## src/rtl/spi_rd_pkg.sv

```systemverilog
// Shared constants for the FPGA072 register-read SPI master and its responders.
package spi_rd_pkg;

  typedef enum logic [2:0] {
    ST_IDLE,
    ST_SETUP,
    ST_CMD,
    ST_GAP,
    ST_DATA,
    ST_HOLD,
    ST_WAIT
  } state_t;

  localparam int   CMD_BITS = 8;
  localparam logic RW_READ  = 1'b0;

  function automatic int imax(input int a, input int b);
    return (a > b) ? a : b;
  endfunction

endpackage

```

## src/rtl/spi_rd_clkgen.sv

```systemverilog
// SCLK generator: free-running half-period counter while enabled,
// with strobes flagging the clk on which sclk will rise or fall.
module spi_rd_clkgen #(
  parameter int HALF = 4
) (
  input  logic clk,
  input  logic rst,
  input  logic en,
  output logic sclk,
  output logic rise,
  output logic fall
);

  localparam int HW = $clog2(HALF) + 1;

  logic [HW-1:0] hcnt_q;
  logic          sclk_q;
  logic          tick;

  assign tick = en && (hcnt_q == '0);
  assign rise = tick & ~sclk_q;
  assign fall = tick & sclk_q;
  assign sclk = sclk_q;

  always_ff @(posedge clk or posedge rst) begin
    if (rst) begin
      hcnt_q <= '0;
      sclk_q <= 1'b0;
    end else if (!en) begin
      hcnt_q <= HW'(HALF - 1);
      sclk_q <= 1'b0;
    end else if (tick) begin
      hcnt_q <= HW'(HALF - 1);
      sclk_q <= ~sclk_q;
    end else begin
      hcnt_q <= hcnt_q - 1'b1;
    end
  end

endmodule

```

## src/rtl/spi_rd_master.sv

```systemverilog
// SPI mode-0 initiator: command byte out, fixed gap, Nbit data word in.
// All pin outputs are registered from next-state values.
module spi_rd_master
  import spi_rd_pkg::*;
#(
  parameter int Nbit  = 8,
  parameter int HALF  = 4,
  parameter int SETUP = 4,
  parameter int GAP   = 16,
  parameter int HOLD  = 4,
  parameter int IDLE  = 8
) (
  input  logic            clk,
  input  logic            rst,
  input  logic            start,
  input  logic [6:0]      adr,
  input  logic            rw,
  output logic            busy,
  output logic            done,
  output logic [Nbit-1:0] dout,
  output logic            sclk,
  output logic            mosi,
  output logic            cs,
  input  logic            miso
);

  localparam int CMAX = imax(imax(imax(HALF, SETUP), imax(GAP, HOLD)), IDLE);
  localparam int CW   = $clog2(CMAX) + 1;
  localparam int BW   = $clog2(imax(CMD_BITS, Nbit) + 1);

  state_t                state_q, state_d;
  logic [CW-1:0]         cnt_q, cnt_d;
  logic [BW-1:0]         bit_q, bit_d;
  logic [CMD_BITS-1:0]   cmd_q, cmd_d;
  logic [Nbit-1:0]       sh_q, sh_d;
  logic [Nbit-1:0]       dout_q, dout_d;
  logic                  cs_q, mosi_q, busy_q, done_q;
  logic                  sck_en, rise, fall;
  logic [2:0]            bidx;

  assign sck_en = (state_q == ST_CMD) || (state_q == ST_DATA);

  spi_rd_clkgen #(.HALF(HALF)) u_clkgen (
    .clk  (clk),
    .rst  (rst),
    .en   (sck_en),
    .sclk (sclk),
    .rise (rise),
    .fall (fall)
  );

  always_comb begin
    state_d = state_q;
    cnt_d   = cnt_q;
    bit_d   = bit_q;
    cmd_d   = cmd_q;
    sh_d    = sh_q;
    dout_d  = dout_q;
    unique case (state_q)
      ST_IDLE: begin
        if (start) begin
          state_d = ST_SETUP;
          cmd_d   = {rw, adr};
          cnt_d   = CW'(SETUP - 1);
        end
      end
      ST_SETUP: begin
        if (cnt_q == '0) begin
          state_d = ST_CMD;
          bit_d   = '0;
        end else begin
          cnt_d = cnt_q - 1'b1;
        end
      end
      ST_CMD: begin
        if (fall) begin
          if (bit_q == BW'(CMD_BITS - 1)) begin
            bit_d = '0;
            if (cmd_q[CMD_BITS-1] == RW_READ) begin
              state_d = ST_GAP;
              cnt_d   = CW'(GAP - 1);
            end else begin
              state_d = ST_HOLD;
              cnt_d   = CW'(HOLD - 1);
            end
          end else begin
            bit_d = bit_q + 1'b1;
          end
        end
      end
      ST_GAP: begin
        if (cnt_q == '0) begin
          state_d = ST_DATA;
        end else begin
          cnt_d = cnt_q - 1'b1;
        end
      end
      ST_DATA: begin
        if (rise) begin
          sh_d = {sh_q[Nbit-2:0], miso};
        end
        if (fall) begin
          if (bit_q == BW'(Nbit - 1)) begin
            bit_d   = '0;
            state_d = ST_HOLD;
            cnt_d   = CW'(HOLD - 1);
          end else begin
            bit_d = bit_q + 1'b1;
          end
        end
      end
      ST_HOLD: begin
        if (cnt_q == '0) begin
          state_d = ST_WAIT;
          cnt_d   = CW'(IDLE - 1);
          if (cmd_q[CMD_BITS-1] == RW_READ) begin
            dout_d = sh_q;
          end
        end else begin
          cnt_d = cnt_q - 1'b1;
        end
      end
      ST_WAIT: begin
        if (cnt_q == '0) begin
          state_d = ST_IDLE;
        end else begin
          cnt_d = cnt_q - 1'b1;
        end
      end
      default: state_d = ST_IDLE;
    endcase
  end

  // mosi presents the command bit selected by the next bit count
  assign bidx = 3'(CMD_BITS - 1) - bit_d[2:0];

  always_ff @(posedge clk or posedge rst) begin
    if (rst) begin
      state_q <= ST_IDLE;
      cnt_q   <= '0;
      bit_q   <= '0;
      cmd_q   <= '0;
      sh_q    <= '0;
      dout_q  <= '0;
      cs_q    <= 1'b1;
      mosi_q  <= 1'b0;
      busy_q  <= 1'b0;
      done_q  <= 1'b0;
    end else begin
      state_q <= state_d;
      cnt_q   <= cnt_d;
      bit_q   <= bit_d;
      cmd_q   <= cmd_d;
      sh_q    <= sh_d;
      dout_q  <= dout_d;
      cs_q    <= (state_d == ST_IDLE) || (state_d == ST_WAIT);
      mosi_q  <= (state_d == ST_CMD) ? cmd_d[bidx] : 1'b0;
      busy_q  <= (state_d != ST_IDLE);
      done_q  <= (state_q == ST_HOLD) && (state_d == ST_WAIT);
    end
  end

  assign cs   = cs_q;
  assign mosi = mosi_q;
  assign busy = busy_q;
  assign done = done_q;
  assign dout = dout_q;

endmodule
```

## config.mk

```make
export PLATFORM = sky130hd
export DESIGN_NAME = spi_rd_master
export DESIGN_NICKNAME = d
export VERILOG_FILES = /design/src/rtl/spi_rd_pkg.sv /design/src/rtl/spi_rd_clkgen.sv /design/src/rtl/spi_rd_master.sv
export SDC_FILE = /design/constraint.sdc
export NUM_CORES = 1
export LEC_CHECK = 0
export ABC_AREA = 1
export CAP_MARGIN = 20
export CORE_ASPECT_RATIO = 2
export CORE_UTILIZATION = 40
export CTS_BUF_LIST = sky130_fd_sc_hd__clkbuf_4
export CTS_CLUSTER_SIZE = 14
export DETAILED_ROUTE_END_ITERATION = 10
export HOLD_SLACK_MARGIN = 0.02
export PLACE_DENSITY = 0.72
export SYNTH_ARGS = -nofsm -noshare
export SYNTH_HDL_FRONTEND = slang
export SYNTH_SLANG_ARGS = --single-unit
```

## constraint.sdc

```tcl
create_clock -name clk -period 2.2 [get_ports clk]
set_input_delay 0.66 -clock clk [delete_from_list [all_inputs] [get_ports clk]]
set_output_delay 0.66 -clock clk [all_outputs]
set_load 0.005 [all_outputs]
```

Word level (Yosys, flattened, before mapping)
Cells that the tools add are included.

operators by class
  $add $sub $neg = 4
  magnitude comparators = 1
  equal/unequal tests = 18
  muxes and demuxes = 33
  bitwise operators = 4
  reductions and logical operators = 17

operators with widths
  kind                   number
  $mux W3                12
  $mux W5                7
  $pmux W5 S5            1
  $pmux W3 S7            1
  $mux W4                4
  $mux W8                2
  $eq A3 B3 Y1 const B   4
  $ne A2 B2 Y1 const B   6
  $eq A3 B2 Y1 const B   3
  $logic_not A3 Y1       3
  $pmux W4 S2            1
  $reduce_and A7 Y1      1
  $ne A2 B1 Y1 const B   3
  $reduce_and A3 Y1      2
  $logic_not A5 Y1       1
  $reduce_bool A5 Y1     1
  $sub A5 B1 Y5 const B  1
  $add A4 B1 Y4 const B  1
  $eq A4 B3 Y1 const B   1
  $lt A3 B4 Y1 const B   1
  $mux W1                4
  $bmux W1 S3            1
  $eq A3 B1 Y1 const B   1
  $reduce_bool A3 Y1     1
  10 further kinds       14

storage, ports and cells
  register bits after elaboration = 44
  logic and storage cells = 90

Logic depth before layout (Yosys ltp)
  depth in word-level cells = 10
  depth in mapped cells = 15

Modules after synthesis
From an unflattened synthesis, not the netlist that was laid out.

second synthesis, totals
  cell total of the unflattened synthesis = 277
  area total of the unflattened synthesis = 2,239.6 um^2

by module, submodules not included
  module         times used  cells an instance  area each (um^2)  sequential area each (um^2)
  spi_rd_master  1           254                2,044.5           1,002.2
  spi_rd_clkgen  1           23                 195.2             100.1

Worst setup path before layout
No wires, ideal clock.

  kind = reg-to-reg
  from = register u_clkgen.hcnt_q[0]
  to = register busy_q, in the netlist busy
  setup time = 135 ps
  arrival = 1,586 ps
  required time = 2,065 ps
  setup slack = 479 ps
  stages on the path, launching flop included = 13
  path through = dfrtp_1 inv_1 ha_1 inv_1 nor2_2 nand3_4 inv_2 nand2_2 nand2_2 nand2_1 nand2_1 nand2_2 or3_4

on the way
  longest elaborated chain between the ends = 6

ends and longest elaborated chain
  element                            line                                       source
  start: declaration                 spi_rd_clkgen.sv:16                        logic [HW-1:0] hcnt_q;
  start signal: assignment           spi_rd_clkgen.sv:30                        hcnt_q <= HW'(HALF - 1);
  start signal: assignment           spi_rd_clkgen.sv:33                        hcnt_q <= HW'(HALF - 1);
  start signal: assignment           spi_rd_clkgen.sv:36                        hcnt_q <= hcnt_q - 1'b1;
  $logic_not A3 Y1 *                 spi_rd_clkgen.sv:20                        assign tick = en && (hcnt_q == '0);
  $logic_and A1 B1 Y1 *              spi_rd_clkgen.sv:20
  $and A1 B1 Y1 *                    spi_rd_clkgen.sv:22                        assign fall = tick & sclk_q;
  $mux W3, on equally long branches  spi_rd_master.sv:102, spi_rd_master.sv:76
  $pmux W3 S7 *                      spi_rd_master.sv:59                        unique case (state_q)
  via state_d[1]                     spi_rd_master.sv:31                        state_t state_q, state_d;
  $reduce_bool A3 Y1 *               spi_rd_master.sv:158                       busy_q <= (state_d != ST_IDLE);
  end signal: assignment             spi_rd_master.sv:158
  end: declaration                   spi_rd_master.sv:37                        logic cs_q, mosi_q, busy_q, done_q;

The timed path passes the listed nets; every way through them passes the cells marked *.
A chain may end at the register's enable or synchronous reset.

Final worst setup path
  from = register u_clkgen.sclk_q, in the netlist u_clkgen.sclk
  to = output sclk

RTL lines
  element                   line                 source
  start: declaration        spi_rd_clkgen.sv:17  logic sclk_q;
  start signal: assignment  spi_rd_clkgen.sv:34  sclk_q <= ~sclk_q;
  end: declaration          spi_rd_master.sv:21  output logic sclk,

No word-level cell between the ends.

==> run_results.csv <==
group,metric,value,unit
yosys,ys_warn_count,0,
die,rows,37,
setup_path,worst-path-buf-inv,1,
timing,post-route-period-util,94.29,%
pwr,p_total,1397,uW
grt,grt_usage,18.32,%
clock_tree,h-tree-depth,2,
grt,grt_max_degree,25,
setup_path,critPathTopFamily,"buffers and inverters",
clock_tree,clockBufferDepth,2,
pwr,powerDensity,543.1,mW/mm^2
clock_tree,ctsResizeCount,0,
route,finalWirelength,4405,um
timing,period_minus_slack,2.074,ns
clock_tree,insertion_delay,0.38,ns
setup_path,crit_chain,"clkdlybuf4s50_1",
pwr,sw_frac_of_total,22.33,%
timing,worst_pin_slew,0.5034,ns
route,drc,0,
timing,setup_viol,0,
pwr,pwr-share-clk,36.8,%
die,ios,25,
grt,antenna_found_initial,0,
yosys,syn_area,0.002128,sq mm
layout,layout.cells.most_common,"nand2_1",
timing,slew_headroom,66.24,%
yosys,synth_seq_area_share,51.79,%
die,die_y,105.2,um
setup_path,cp-end-kind,"primary output",
pwr,ir_worst_vdd,0.0004294,V
route,drt_first_pass_iters,5,
setup_path,worstSetupPathType,"register to primary output",
yosys,synth_seq_cells,44,
timing,slew_viol_final,0,
layout,instances_no_fill,351,
layout,antenna_cells,0,
pwr,p_leak,0.001275,uW
clock_tree,tritoncts,"done",
setup_path,reg2reg_slack,0.24,ns
clock_tree,cts_setup_buffers,0,
timing,hold_violations,0,
die,die_x,53.58,um
grt,grt_pass1_vias,1793,
placement,dp_hpwl,3313,um
yosys,synthCells,257,
clock_tree,path_clk_slew,0.12,ns
timing,hold_slack,0.4445,ns
setup_path,required,1.54,ns
layout,area_growth,20.87,%
placement,io_buffer_count,24,
layout,nNetsFinal,309,
setup_path,cp.arrival,1.41,ns
clock_tree,cts_root_buf,"clkbuf_4",
clock_tree,cts_buffers,5,
route,wl_per_cell,12.55,um
timing,timing.setup.tns,0,ns
pwr,seqPwrFrac,58.8,%
timing,rsz0062_at_grt,"false",
route,via_per_inst,5.043,
layout,layout_common_cells,"nand2_1, dfrtp_1, inv_1, clkdlybuf4s50_1, o21ai_0",
route,final_antenna_net_count,0,
timing,finClkSkew,0.01091,ns
placement,routabilityCongestion,0.9026,
grt,grt_pass1_wl,7445,um
pwr,power_switching,312.0,uW
yosys,ys_types,28,
placement,dp.cells,343,
setup_path,slowest_stage,"clkdlybuf4s50_1",
yosys,syn_nets,274,
route,via_count,1770,
die,die_area,0.005634,sq mm
setup_path,max_stage_delay,0.56,ns
clock_tree,clock_sinks,44,
die,start_util,41.42,%
status,status,"finished clean",
pwr,comb_power_share,4.4,%
setup_path,startpoint_type,"register",
route,drtIter0Drc,37,
setup_path,path_max_fanout,5,
worst_hold_path,worstHoldPathType,"register to register",
grt,grt_remaining_overflow,0,
die,coreArea,0.005139,sq mm
pwr,p_int,1085,uW
yosys,postSynthAreaPerCell,8.281,sq um
job,maxCapViolations,0,
timing,timing.fmax,482.1,MHz
clock_tree,ctsHoldBuffers,0,
layout,drive_above_1_share,11.95,%
-- layer usage --
layer  vias up  track usage [%]  share of wire (%)
li1        888                -                  -
met1       833            17.94                 36
met2        39            32.59                 57
met3        10            3.493                3.4
met4         0            11.28                3.5
met5         -                0                  0
-- synth_stat cells, drive strengths merged --
cell / n / area, sq um
nor2: 19 / 78.83
nand3: 18 / 107.6
xor2: 4 / 35.03
buf: 1 / 11.26
dfrtp: 43 / 1076
a21boi: 1 / 7.510
nand2: 83 / 331.6
inv: 37 / 138.9
a31oi: 1 / 6.260
or3: 1 / 11.26
ha: 5 / 62.56
a22oi: 1 / 7.510
o21ai: 23 / 115.1
clkbuf: 2 / 7.510
dfstp: 1 / 26.28
nor3: 3 / 15.01
a21oi: 6 / 30.03
o31ai: 2 / 15.01
o22ai: 1 / 6.260
nand4: 3 / 18.77
xnor2: 1 / 8.760
mux2: 1 / 11.26
-- flip-flops by register name (all words and copies together), names as in the netlist --
signal,flops
busy,1
bit_q,4
cs,1
u_clkgen.sclk,1
state_q,3
done,1
mosi,1
dout,8
cmd_q,8
sh_q,8
u_clkgen.hcnt_q,3
cnt_q,5
-- stage by stage --
stage | utilization [%] | area [sq um] | setup slack, ns
floorplan | - | 2128 | 0.4790
global placement | 48.41 | 2487 | 0.1150
detailed placement | 48.41 | 2487 | 0.08936
CTS | 49.96 | 2567 | 0.1116
global route | 50.06 | 2572 | 0.02448
finish | 50.06 | 2572 | 0.1256
-- logic make-up (layout without fill, tap and decap cells) --
kind of cell / count (synthesis) / count (layout) / synth area share, %
AO/OA/AOI/OAI: 35 / 35 / 8.819
AND/OR/NAND/NOR: 127 / 127 / 26.46
buffers and inverters: 40 / 76 / 7.407
multiplexers: 1 / 1 / 0.5291
XOR/XNOR: 5 / 5 / 2.058
flip-flops: 44 / 44 / 51.79
adder cells (fa/ha/maj): 5 / 5 / 2.939
-- worst paths after layout --
path	startpoint	end	cells after the start
max	u_clkgen.sclk$_DFFE_PP0P_	sclk	1
min	u_clkgen.hcnt_q[0]$_DFF_PP0_	u_clkgen.hcnt_q[0]$_DFF_PP0_	1
max reg2reg	u_clkgen.hcnt_q[0]$_DFF_PP0_	mosi$_DFF_PP0_	14
min reg2reg	u_clkgen.hcnt_q[0]$_DFF_PP0_	u_clkgen.hcnt_q[0]$_DFF_PP0_	1
max in group asynchronous	rst	cs$_DFF_PP1_	3
min in group asynchronous	rst	dout[5]$_DFFE_PP0P_	2
-- final cells by class --
class	count	area, sq um
repair buffers	31	305.3
fillers	478	2566
clock buffers	5	37.54
well taps	58	72.57
inverters	37	138.9
multi-input cells	173	873.3
clock inverters	3	42.54
flip-flops and latches	44	1102
-- power groups by stage --
stage	logic, uW	clock network, uW	registers [uW]
2_1_floorplan	26.9	0	836
3_3_place_gp	61.6	0	837
3_5_place_dp	63.1	0	837
4_1_cts	63.0	529	821
5_1_grt	70.8	549	822
6_report	61.3	515	821
(Power assumes the default switching activity.)
